## src/rtl/sm_eth_reset_seq.sv

```systemverilog
// ============================================================================
// sm_eth_reset_seq : Ethernet subsystem reset sequencer with staggered release
// Rev 1.0
// ============================================================================
`default_nettype none

module sm_eth_reset_seq #(
  parameter int NUM_DOMAINS    = 4,
  parameter int HOLD_CYCLES    = 16,
  parameter int STAGGER_CYCLES = 8,
  parameter int SYNC_STAGES    = 2
) (
  input  logic                   clk,
  input  logic                   reset,
  input  logic                   ninit_done,
  input  logic                   pll_locked,
  input  logic                   sw_reset_req,
  output logic [NUM_DOMAINS-1:0] resetn,
  output logic                   rst_done,
  output logic [1:0]             state
);

  localparam int CNT_MAX = (HOLD_CYCLES > STAGGER_CYCLES) ? HOLD_CYCLES : STAGGER_CYCLES;
  localparam int CNT_W   = $clog2(CNT_MAX + 1);
  localparam int IDX_W   = (NUM_DOMAINS > 1) ? $clog2(NUM_DOMAINS) : 1;

  localparam logic [CNT_W-1:0] C_HOLD_LAST = CNT_W'(HOLD_CYCLES - 1);
  localparam logic [CNT_W-1:0] C_STAG_LAST = CNT_W'(STAGGER_CYCLES - 1);
  localparam logic [IDX_W-1:0] C_IDX_LAST  = IDX_W'(NUM_DOMAINS - 1);

  typedef enum logic [1:0] {
    WAIT_INIT = 2'd0,
    HOLD      = 2'd1,
    RELEASE   = 2'd2,
    DONE      = 2'd3
  } state_t;

  logic [SYNC_STAGES-1:0] ninit_sync_q, ninit_sync_d;
  logic [SYNC_STAGES-1:0] pll_sync_q, pll_sync_d;
  state_t                 state_q, state_d;
  logic [CNT_W-1:0]       cnt_q, cnt_d;
  logic [IDX_W-1:0]       idx_q, idx_d;
  logic [NUM_DOMAINS-1:0] resetn_q, resetn_d;
  logic                   rst_done_q, rst_done_d;
  logic                   init_ok;

  assign init_ok = ~ninit_sync_q[SYNC_STAGES-1] & pll_sync_q[SYNC_STAGES-1];

  always_comb begin
    ninit_sync_d = {ninit_sync_q[SYNC_STAGES-2:0], ninit_done};
    pll_sync_d   = {pll_sync_q[SYNC_STAGES-2:0], pll_locked};
    state_d      = state_q;
    cnt_d        = cnt_q;
    idx_d        = idx_q;
    resetn_d     = resetn_q;
    rst_done_d   = rst_done_q;

    if (state_q == WAIT_INIT) begin
      resetn_d   = '0;
      rst_done_d = 1'b0;
      if (init_ok) begin
        state_d = HOLD;
        cnt_d   = '0;
        idx_d   = '0;
      end
    end else if (!init_ok) begin
      // Loss of init/lock outranks a software request
      state_d    = WAIT_INIT;
      cnt_d      = '0;
      idx_d      = '0;
      resetn_d   = '0;
      rst_done_d = 1'b0;
    end else if (sw_reset_req) begin
      state_d    = HOLD;
      cnt_d      = '0;
      idx_d      = '0;
      resetn_d   = '0;
      rst_done_d = 1'b0;
    end else begin
      case (state_q)
        HOLD: begin
          if (cnt_q == C_HOLD_LAST) begin
            state_d = RELEASE;
            cnt_d   = '0;
            idx_d   = '0;
          end else begin
            cnt_d = cnt_q + CNT_W'(1);
          end
        end
        RELEASE: begin
          if (cnt_q == C_STAG_LAST) begin
            resetn_d[idx_q] = 1'b1;
            cnt_d           = '0;
            if (idx_q == C_IDX_LAST) begin
              state_d    = DONE;
              rst_done_d = 1'b1;
            end else begin
              idx_d = idx_q + IDX_W'(1);
            end
          end else begin
            cnt_d = cnt_q + CNT_W'(1);
          end
        end
        default: begin
          resetn_d   = '1;
          rst_done_d = 1'b1;
        end
      endcase
    end
  end

  always_ff @(posedge clk) begin
    if (reset) begin
      ninit_sync_q <= '1;
      pll_sync_q   <= '0;
      state_q      <= WAIT_INIT;
      cnt_q        <= '0;
      idx_q        <= '0;
      resetn_q     <= '0;
      rst_done_q   <= 1'b0;
    end else begin
      ninit_sync_q <= ninit_sync_d;
      pll_sync_q   <= pll_sync_d;
      state_q      <= state_d;
      cnt_q        <= cnt_d;
      idx_q        <= idx_d;
      resetn_q     <= resetn_d;
      rst_done_q   <= rst_done_d;
    end
  end

  assign resetn   = resetn_q;
  assign rst_done = rst_done_q;
  assign state    = state_q;

endmodule

`default_nettype wire

```

## config.mk

```make
export PLATFORM = sky130hd
export DESIGN_NAME = sm_eth_reset_seq
export DESIGN_NICKNAME = d
export VERILOG_FILES = /design/src/rtl/sm_eth_reset_seq.sv
export SDC_FILE = /design/constraint.sdc
export NUM_CORES = 1
export LEC_CHECK = 0
export ABC_AREA = 0
export ABC_CLOCK_PERIOD_IN_PS = 2100
export CORE_AREA = 3 3 49 51
export CTS_CLUSTER_SIZE = 20
export DETAILED_ROUTE_END_ITERATION = 8
export DIE_AREA = 0 0 52 54
export GPL_TIMING_DRIVEN = 0
export PLACE_DENSITY = 0.81
export SLEW_MARGIN = 20
export SYNTH_ARGS = -nofsm -noshare
export SYNTH_HDL_FRONTEND = slang
export SYNTH_SLANG_ARGS = --single-unit
```

## constraint.sdc

```tcl
create_clock -name clk -period 2.1 [get_ports clk]
set_input_delay 0.42 -clock clk [delete_from_list [all_inputs] [get_ports clk]]
set_output_delay 0.42 -clock clk [all_outputs]
set_load 0.02 [all_outputs]
```

# == Word level (Yosys, flattened, before mapping) ==
# Index checks and enable logic that the tools add are counted.
# word_totals
regBits,18
inputBits,5
# op_classes
muxes,30
addsub,2
n_lt_le_gt_ge,2
n_reduce_logical,8
n_eq_ne,13
bitwise_logic,5
# op_table
cell,count
5-bit 2-to-1 mux,6
2-bit 2-to-1 mux,14
5-bit inequality test (second input constant),4
5-bit one-hot mux with 2 select lines,1
5-bit AND reduction,2
2-bit one-hot mux with 2 select lines,2
4-bit one-hot mux with 2 select lines,1
2-bit inequality test (second input constant),3
5-bit by 1-bit adder with 5-bit output (second input constant),1
5-bit by 3-bit == test with 1-bit output (second input constant),1
5-bit by 4-bit == test with 1-bit output (second input constant),1
5-bit by 2-bit inequality test with 1-bit output (second input constant),1
2-bit == test (second input constant),2
4-bit 2-to-1 mux,1
4-bit bitwise OR,1
2-bit AND reduction,2
4-bit OR reduction,1
2-bit by 3-bit < comparator with 1-bit output (second input constant),1
1-bit 2-to-1 mux,3
1-bit NOT,3
3-bit AND reduction,1
2-bit by 1-bit adder with 2-bit output (second input constant),1
1-bit demux with 2-bit select,1
2-bit by 1-bit == test with 1-bit output (second input constant),1
other kinds (5),5

# == Longest topological paths before layout ==
# Gate-level depths: netlist of the first run.
# logic_depth
ltp_word,7
ltp_mapped,8
mapped_depth_nobuf,8

# == Least setup slack after synthesis of the first run ==
# No wires, ideal clock.
# synth_path
kind,register to register
start,register cnt_q[0]
end,register cnt_q[1]
path_slack_ns,0.437
t_arrival_ns,1.602
n_path_buf,0
stages_incl_launch_ff,8
setup_ns,0.061
period_less_slack_ns,1.663
cell_sequence,dfxtp_1 ha_1 nand3_1 inv_1 ha_1 nor3b_1 o21bai_1 a32o_1
# synth_between
elab_chain_len,6
# synth_rtl
element,line_no,source
"start, declared",41,"logic [CNT_W-1:0] cnt_q, cnt_d;"
"start signal, assigned",125,cnt_q <= cnt_d;
"5-bit by 1-bit adder with 5-bit output, or another cell as far along","87, 101",
"5-bit 2-to-1 mux, on equally long branches","91, 82",
5-bit one-hot mux with 2 select lines (*),80,case (state_q)
5-bit 2-to-1 mux (*),73,end else if (sw_reset_req) begin
5-bit 2-to-1 mux (*),66,end else if (!init_ok) begin
5-bit 2-to-1 mux (*),58,if (state_q == WAIT_INIT) begin
# Every way passes the cells marked *; elsewhere a longest branch is shown, timed or not.
# A chain may end at the register's enable or synchronous reset.

# == Final worst setup path of the first run ==
# Ends and elaborated chain as after synthesis.

==> results of run 1 <==
[what timing repair did]
item	CTS	global route
buffers inserted	0	0
hold buffers	0	0
resized for setup	0	1
setup endpoints to repair	0	1
[power by group]
group	switching (mW)	internal [mW]	total (mW)
sequential	0.00168	0.345	0.346
combinational	0.00955	0.0142	0.0238
clock	0.102	0.0668	0.169
[logic make-up (layout without fill, tap and decap cells)]
family | count (synthesis) | in the layout
adders and majority gates | 7 | 7
DFF | 18 | 18
buffers and inverters | 13 | 27
AOI/OAI and AO/OA | 38 | 38
and+or+nand+nor | 36 | 36
[worst max path at each step]
stage	from	to	slack (ns)	cells after the start
after floorplan	cnt_q[0]	cnt_q[1]	0.44	7
after global placement	sw_reset_req	cnt_q[2]	0.1	5
after detailed placement	sw_reset_req	cnt_q[2]	0.07	5
after CTS	cnt_q[0]	cnt_q[0]	0.16	8
after global routing	cnt_q[0]	cnt_q[1]	0.09	7
final	cnt_q[0]	cnt_q[1]	0.25	7
[metal layers]
metal,vias up,share of wire
met5,-,0
met4,0,0.019
met3,5,0.025
met2,12,0.49
met1,414,0.47
li1,432,-
[flip-flops by register name, indices dropped and copies added (netlist names)]
name,count
state,2
ninit_sync_q,2
rst_done,1
idx_q,2
resetn,4
pll_sync_q,2
cnt_q,5
[area by class of cell]
class | count | area [µm²]
clock buffers | 3 | 22.5
flip-flops and latches | 18 | 360
fillers | 181 | 803
repair buffers | 11 | 110
well taps | 27 | 33.8
plain buffers | 6 | 43.8
inverters | 7 | 26.3
multi-input cells | 81 | 582
[metrics by stage]
step / hold WS [ns] / std cells / cell area [µm²] / utilization
2_1_floorplan: 0.389 / 112 / 1010 / -
4_1_cts: 0.425 / 153 / 1170 / 0.592
3_5_place_dp: 0.402 / 150 / 1150 / 0.581
3_3_place_gp: 0.397 / 150 / 1150 / 0.581
6_report: 0.419 / 153 / 1180 / 0.595
5_1_grt: 0.444 / 153 / 1180 / 0.595
[placed cells by master, fill, tap and decap left out, types with 4 or more instances in the layout]
cell             count
inv_1                7
clkdlybuf4s50_1     11
o21ai_0              7
dfxtp_1             18
a21oi_1             10
a21o_1               6
nand3_1              4
nor2_1              10
nand2b_1             4
ha_1                 7
==> metrics.md, run 1 <==
| Metric | Value |
|---|---|
| Clock slew at reported path FFs | `0.09 ns` |
| Crit. End Element | `register` |
| Cells after synthesis | `112` |
| Max Cap Violations | `0` |
| Cell taking the most area after synthesis | `dfxtp_1` |
| Post-Synth XOR/XNOR Area | `0` |
| Status | `finished, final reports clean` |
| Setup ws final | `0.254 ns` |
| Met1 Use GR | `0.195` |
| Clock Tree Root | `clkbuf_4` |
| Nets@finish | `140` |
| Area share of fa/ha/maj cells after synthesis | `0.0870` |
| Worst path max stage delay | `0.39 ns` |
| Max Buffers Root-to-Sink | `2` |
| WL final | `2000 µm` |
| Clk_skew | `0.00168 ns` |
| Synth Area in Compound Gates | `0.273` |
| Most frequent cells after synthesis | `18 x dfxtp_1, 10 x a21oi_1, 10 x nor2_1` |
| N_diodes | `0` |
| Required time of the critical path | `2.30 ns` |
| Worst-skew pair later-pin latency | `0.29 ns` |
| Synth top area share | `0.358` |
| Core Box Area | `1980 µm²` |
| GRT Util Overall | `0.169` |
| Hold EP | `ninit_sync_q[1]` |
| Final worst-path cycle share | `0.879` |
| Die width | `52 µm` |
| Min Tclk post-route | `1.85 ns` |
| Initial DRC count | `8` |
| Synth Area in Simple Gates | `0.212` |
| Yosys warnings | `0` |
| Main combinational cell family by area after synthesis | `compound AO/OA/AOI/OAI gates` |
| CP Class | `reg2reg` |
| CTS tree | `built` |
| Ys async rst share | `0` |
| Syn_area_per_cell | `8.99 µm²` |
| Drt wl/cell | `13.1 µm` |
| Hold path start | `ninit_sync_q[0]` |
| TNS Setup | `0 ns` |
| Htree depth | `1` |
| Drt pass-1 iters | `4` |
| Slew Limit Fails | `0` |
| Routed Antenna Nets | `0` |
| I/O Buffers | `11` |
| RSZ-0062 raised after global routing | `false` |
| Worst-margin pin slew | `0.551 ns` |
| R2R Path Start | `cnt_q[0]` |
| Synthesized area | `1010 µm²` |
| Most repeated library cell on the critical path | `ha_1` |
| Total power | `539 µW` |
| Initial Util | `0.508` |
| GRT busiest layer | `met2` |
| Crit path arrival time | `2.04 ns` |
| Initial antenna violation count | `0` |
| R2r setup slk | `0.25 ns` |
| Max-slew headroom | `0.630` |
| Post-synthesis sequential area ratio | `0.358` |
| Die area | `2810 µm²` |
| Via/cell ratio | `5.64` |
| Grt ovf | `0` |
| Synthesized Nets | `124` |
| Largest net degree at the start of global routing | `11` |
| Ys flop type | `dfxtp_1` |
| Post-synthesis mux area share | `0` |
| Family with the most delay on the worst path | `adder cells` |
| Reg2reg path depth | `7` |
| #FFs+latches synth | `18` |
| Area Growth Syn to Fin | `17.0%` |
| I/O pin cnt | `12` |
| Critical Path Start Type | `register` |
| Dpl hpwl | `1450 µm` |
| Via count | `863` |
| Vias in the first global route | `835` |
| Pre-CTS WS | `0.0747 ns` |
| Die H | `54 µm` |
| LEAKAGE | `0.455 nW` |
| Fraction of layout cells with a size suffix above 1 | `0.159` |
| Slowest CP cell | `dfxtp_1` |
| Count leader, synth | `dfxtp_1` |
| Crit-path cells | `ha_1 -> nand3_1 -> inv_1 -> ha_1 -> nor3b_2 -> o21bai_1 -> a32o_1` |
| Cells on Worst Hold Path | `1` |
| Highest Clock Rate | `542 MHz` |
| Max FO, Critical Path | `5` |
| First-pass GRT wire length | `3510 µm` |
| Row count | `16` |
| RD Place Congestion | `0.794` |
| Final setup vio count | `0` |
| Worst r2r dst | `cnt_q[1]` |
| Post-synth cell types | `37` |
| Cts bufs inserted | `3` |
| Cells taking the most area after synthesis | `dfxtp_1 36%, ha_1 8.7%, a21oi_1 5.0%` |
| Clock sinks | `18` |
| Pwr per Cell Area | `457 nW/µm²` |
| Hold Path Class | `reg2reg` |
| Peak supply drop | `333 µV` |
| Crit path buf inv count | `1` |
| Post-synth EDFFs | `0` |
| Met3 usage | `0.0332` |
| # DRC | `0` |
| GRT met2 Usage | `0.299` |
| Final hold violation count | `0` |
Power figures use the tool's default switching activity.
==> run 2: changes to the inputs <==
Settings changed: CORE_AREA 3 3 49 51 to 5 5 51 53, DIE_AREA 0 0 52 54 to 0 0 56 58.
==> run 2 against run 1 <==
Against the previous run: first-iteration DRC count is 140% higher; core utilization is 2.8 points lower; combinational power is essentially flat; die area increased by 16%; register-to-register slack is essentially flat; final cell count grew 1.3%; hold slack worse by 0.00083 ns; clock power is 28% higher; sequential power is essentially flat; fmax decreased by 0.61%; wire length increased by 1.6%.
==> metrics.md, run 2 (same netlist as run 1, synthesis figures left out) <==
| Metric | Value |
|---|---|
| Routed Antenna Nets | `0 (unchanged)` |
| Via/cell ratio | `5.48 (was 5.64)` |
| TNS Setup | `0 ns (unchanged)` |
| Sequential Area | `360 µm² (unchanged)` |
| Initial DRC count | `19 (was 8)` |
| GRT met2 Usage | `0.225 (was 0.299)` |
| Crit. End Element | `register (unchanged)` |
| Htree depth | `1 (unchanged)` |
| Worst-margin pin slew | `0.513 ns (was 0.551 ns)` |
| R2R Path Start | `cnt_q[0] (unchanged)` |
| Hold-fix buffers, CTS | `0 (unchanged)` |
| GRT Util Overall | `0.129 (was 0.169)` |
| CP Class | `reg2reg (unchanged)` |
| # DRC | `0 (unchanged)` |
| Total power | `588 µW (was 539 µW)` |
| Required time of the critical path | `2.30 ns (about the same)` |
| I/O pin cnt | `12 (unchanged)` |
| Met3 usage | `0.0178 (was 0.0332)` |
| Pwr per Cell Area | `492 nW/µm² (was 457 nW/µm²)` |
| Max Buffers Root-to-Sink | `2 (unchanged)` |
| Cts bufs inserted | `3 (unchanged)` |
| GRT busiest layer | `met2 (unchanged)` |
| Crit path arrival time | `2.06 ns (was 2.04 ns)` |
| Multi-input logic area | `582 µm² (unchanged)` |
| I/O Buffers | `11 (unchanged)` |
| Max FO, Critical Path | `5 (unchanged)` |
| Design area | `1190 µm² (was 1180 µm²)` |
| # fillers | `183 (was 181)` |
| Grt ovf | `0 (unchanged)` |
| Die width | `56 µm (was 52 µm)` |
| Area Growth Syn to Fin | `18.5% (was 17.0%)` |
| Worst-skew pair later-pin latency | `0.30 ns (was 0.29 ns)` |
| Die H | `58 µm (was 54 µm)` |
| Drt pass-1 iters | `4 (unchanged)` |
| Nets@finish | `140 (unchanged)` |
| Post-CTS Setup Bufs | `0 (unchanged)` |
| Initial Util | `0.478 (was 0.508)` |
| Pre-CTS WS | `0.0866 ns (was 0.0747 ns)` |
| RD Place Congestion | `0.813 (was 0.794)` |
| Clock Tree Root | `clkbuf_4 (unchanged)` |
| Min Tclk post-route | `1.86 ns (was 1.85 ns)` |
| Via count | `849 (was 863)` |
| Dpl hpwl | `1480 µm (was 1450 µm)` |
| Final hold violation count | `0 (unchanged)` |
| Max-slew headroom | `0.655 (was 0.630)` |
| Die area | `3250 µm² (was 2810 µm²)` |
| Reg2reg path depth | `7 (unchanged)` |
| Highest Clock Rate | `538 MHz (was 542 MHz)` |
| LEAKAGE | `0.462 nW (was 0.455 nW)` |
| Cells on Worst Hold Path | `1 (unchanged)` |
| N_diodes | `0 (unchanged)` |
| Hold path start | `ninit_sync_q[0] (unchanged)` |
| Slew Limit Fails | `0 (unchanged)` |
| Worst Setup SP | `cnt_q[0] (unchanged)` |
| Reg with most FFs | `cnt_q (unchanged)` |
| Clk_skew | `0.00502 ns (was 0.00168 ns)` |
| Largest net degree at the start of global routing | `11 (unchanged)` |
| Final setup vio count | `0 (unchanged)` |
| CTS tree | `built (unchanged)` |
| Max Cap Violations | `0 (unchanged)` |
| WL final | `2040 µm (was 2000 µm)` |
| First-pass GRT wire length | `3400 µm (was 3510 µm)` |
| Most frequent cells in the layout | `18 x dfxtp_1, 11 x clkdlybuf4s50_1, 10 x a21oi_1, 10 x nor2_1 (unchanged)` |
| Hold Path Class | `reg2reg (unchanged)` |
| Clock sinks | `18 (unchanged)` |
| Vias in the first global route | `804 (was 835)` |
| Critical Path Start Type | `register (unchanged)` |
| Initial antenna violation count | `0 (unchanged)` |
| Peak supply drop | `378 µV (was 333 µV)` |
| Setup ws final | `0.243 ns (was 0.254 ns)` |
| Row count | `17 (was 16)` |
| Final core occ | `0.567 (was 0.595)` |
| Post-CTS Resized | `0 (unchanged)` |
| Commonest non-fill, non-tap cell in the layout | `dfxtp_1 (unchanged)` |
| Clock slew at reported path FFs | `0.10 ns (was 0.09 ns)` |
| Core Box Area | `2110 µm² (was 1980 µm²)` |
| RSZ-0062 raised after global routing | `false (unchanged)` |
| Area post-placement | `1150 µm² (about the same)` |
| Fraction of layout cells with a size suffix above 1 | `0.165 (was 0.159)` |
| Max reg flops | `5 (unchanged)` |
| Final worst-path cycle share | `0.884 (was 0.879)` |
| Status | `finished, final reports clean (unchanged)` |
| Drt wl/cell | `13.1 µm (about the same)` |
| Met1 Use GR | `0.155 (was 0.195)` |
run 2: changes by cell type in the layout (fill, tap and decap cells not counted), sizes merged:
cell / before / now
clkbuf: 6 / 7
run 2: power by group:
part / switching, mW / leakage, nW / internal, mW / total, mW
Sequential: 0.00164 / 0.146 / 0.345 / 0.346
Combinational: 0.00971 / 0.296 / 0.0142 / 0.0239
Clock: 0.112 / 0.0210 / 0.106 / 0.217
run 2: worst paths after layout:
kind,slack (ns),to
setup / recovery,0.24,cnt_q[1]
hold / removal,0.42,ninit_sync_q[1]
setup reg to reg,0.24,cnt_q[1]
hold reg to reg,0.42,ninit_sync_q[1]
run 2: metal layers:
layer | share of wire | routed length (µm)
met1 | 0.47 | 961
met2 | 0.48 | 972
met3 | 0.031 | 64
met4 | 0.018 | 37
met5 | 0 | 0
run 2: stage by stage:
step	hold slack, ns	instances
2_1_floorplan	0.389	112
3_3_place_gp	0.398	151
3_5_place_dp	0.398	151
4_1_cts	0.423	155
5_1_grt	0.449	155
6_report	0.419	155
run 2: layout make-up:
cell class              instances  share of cell area
repair buffers                 11              0.0922
inverters                       7              0.0220
clock buffers                   4              0.0304
flip-flops and latches         18               0.302
well taps                      28              0.0294
multi-input cells              81               0.487
plain buffers                   6              0.0367
run 2: critical path, stage by stage (launching register included):
cell,delay [ns]
dfxtp_1,0.39
ha_1,0.28
nand3_1,0.13
inv_1,0.08
ha_1,0.30
nor3b_2,0.11
o21bai_1,0.20
a32o_1,0.27
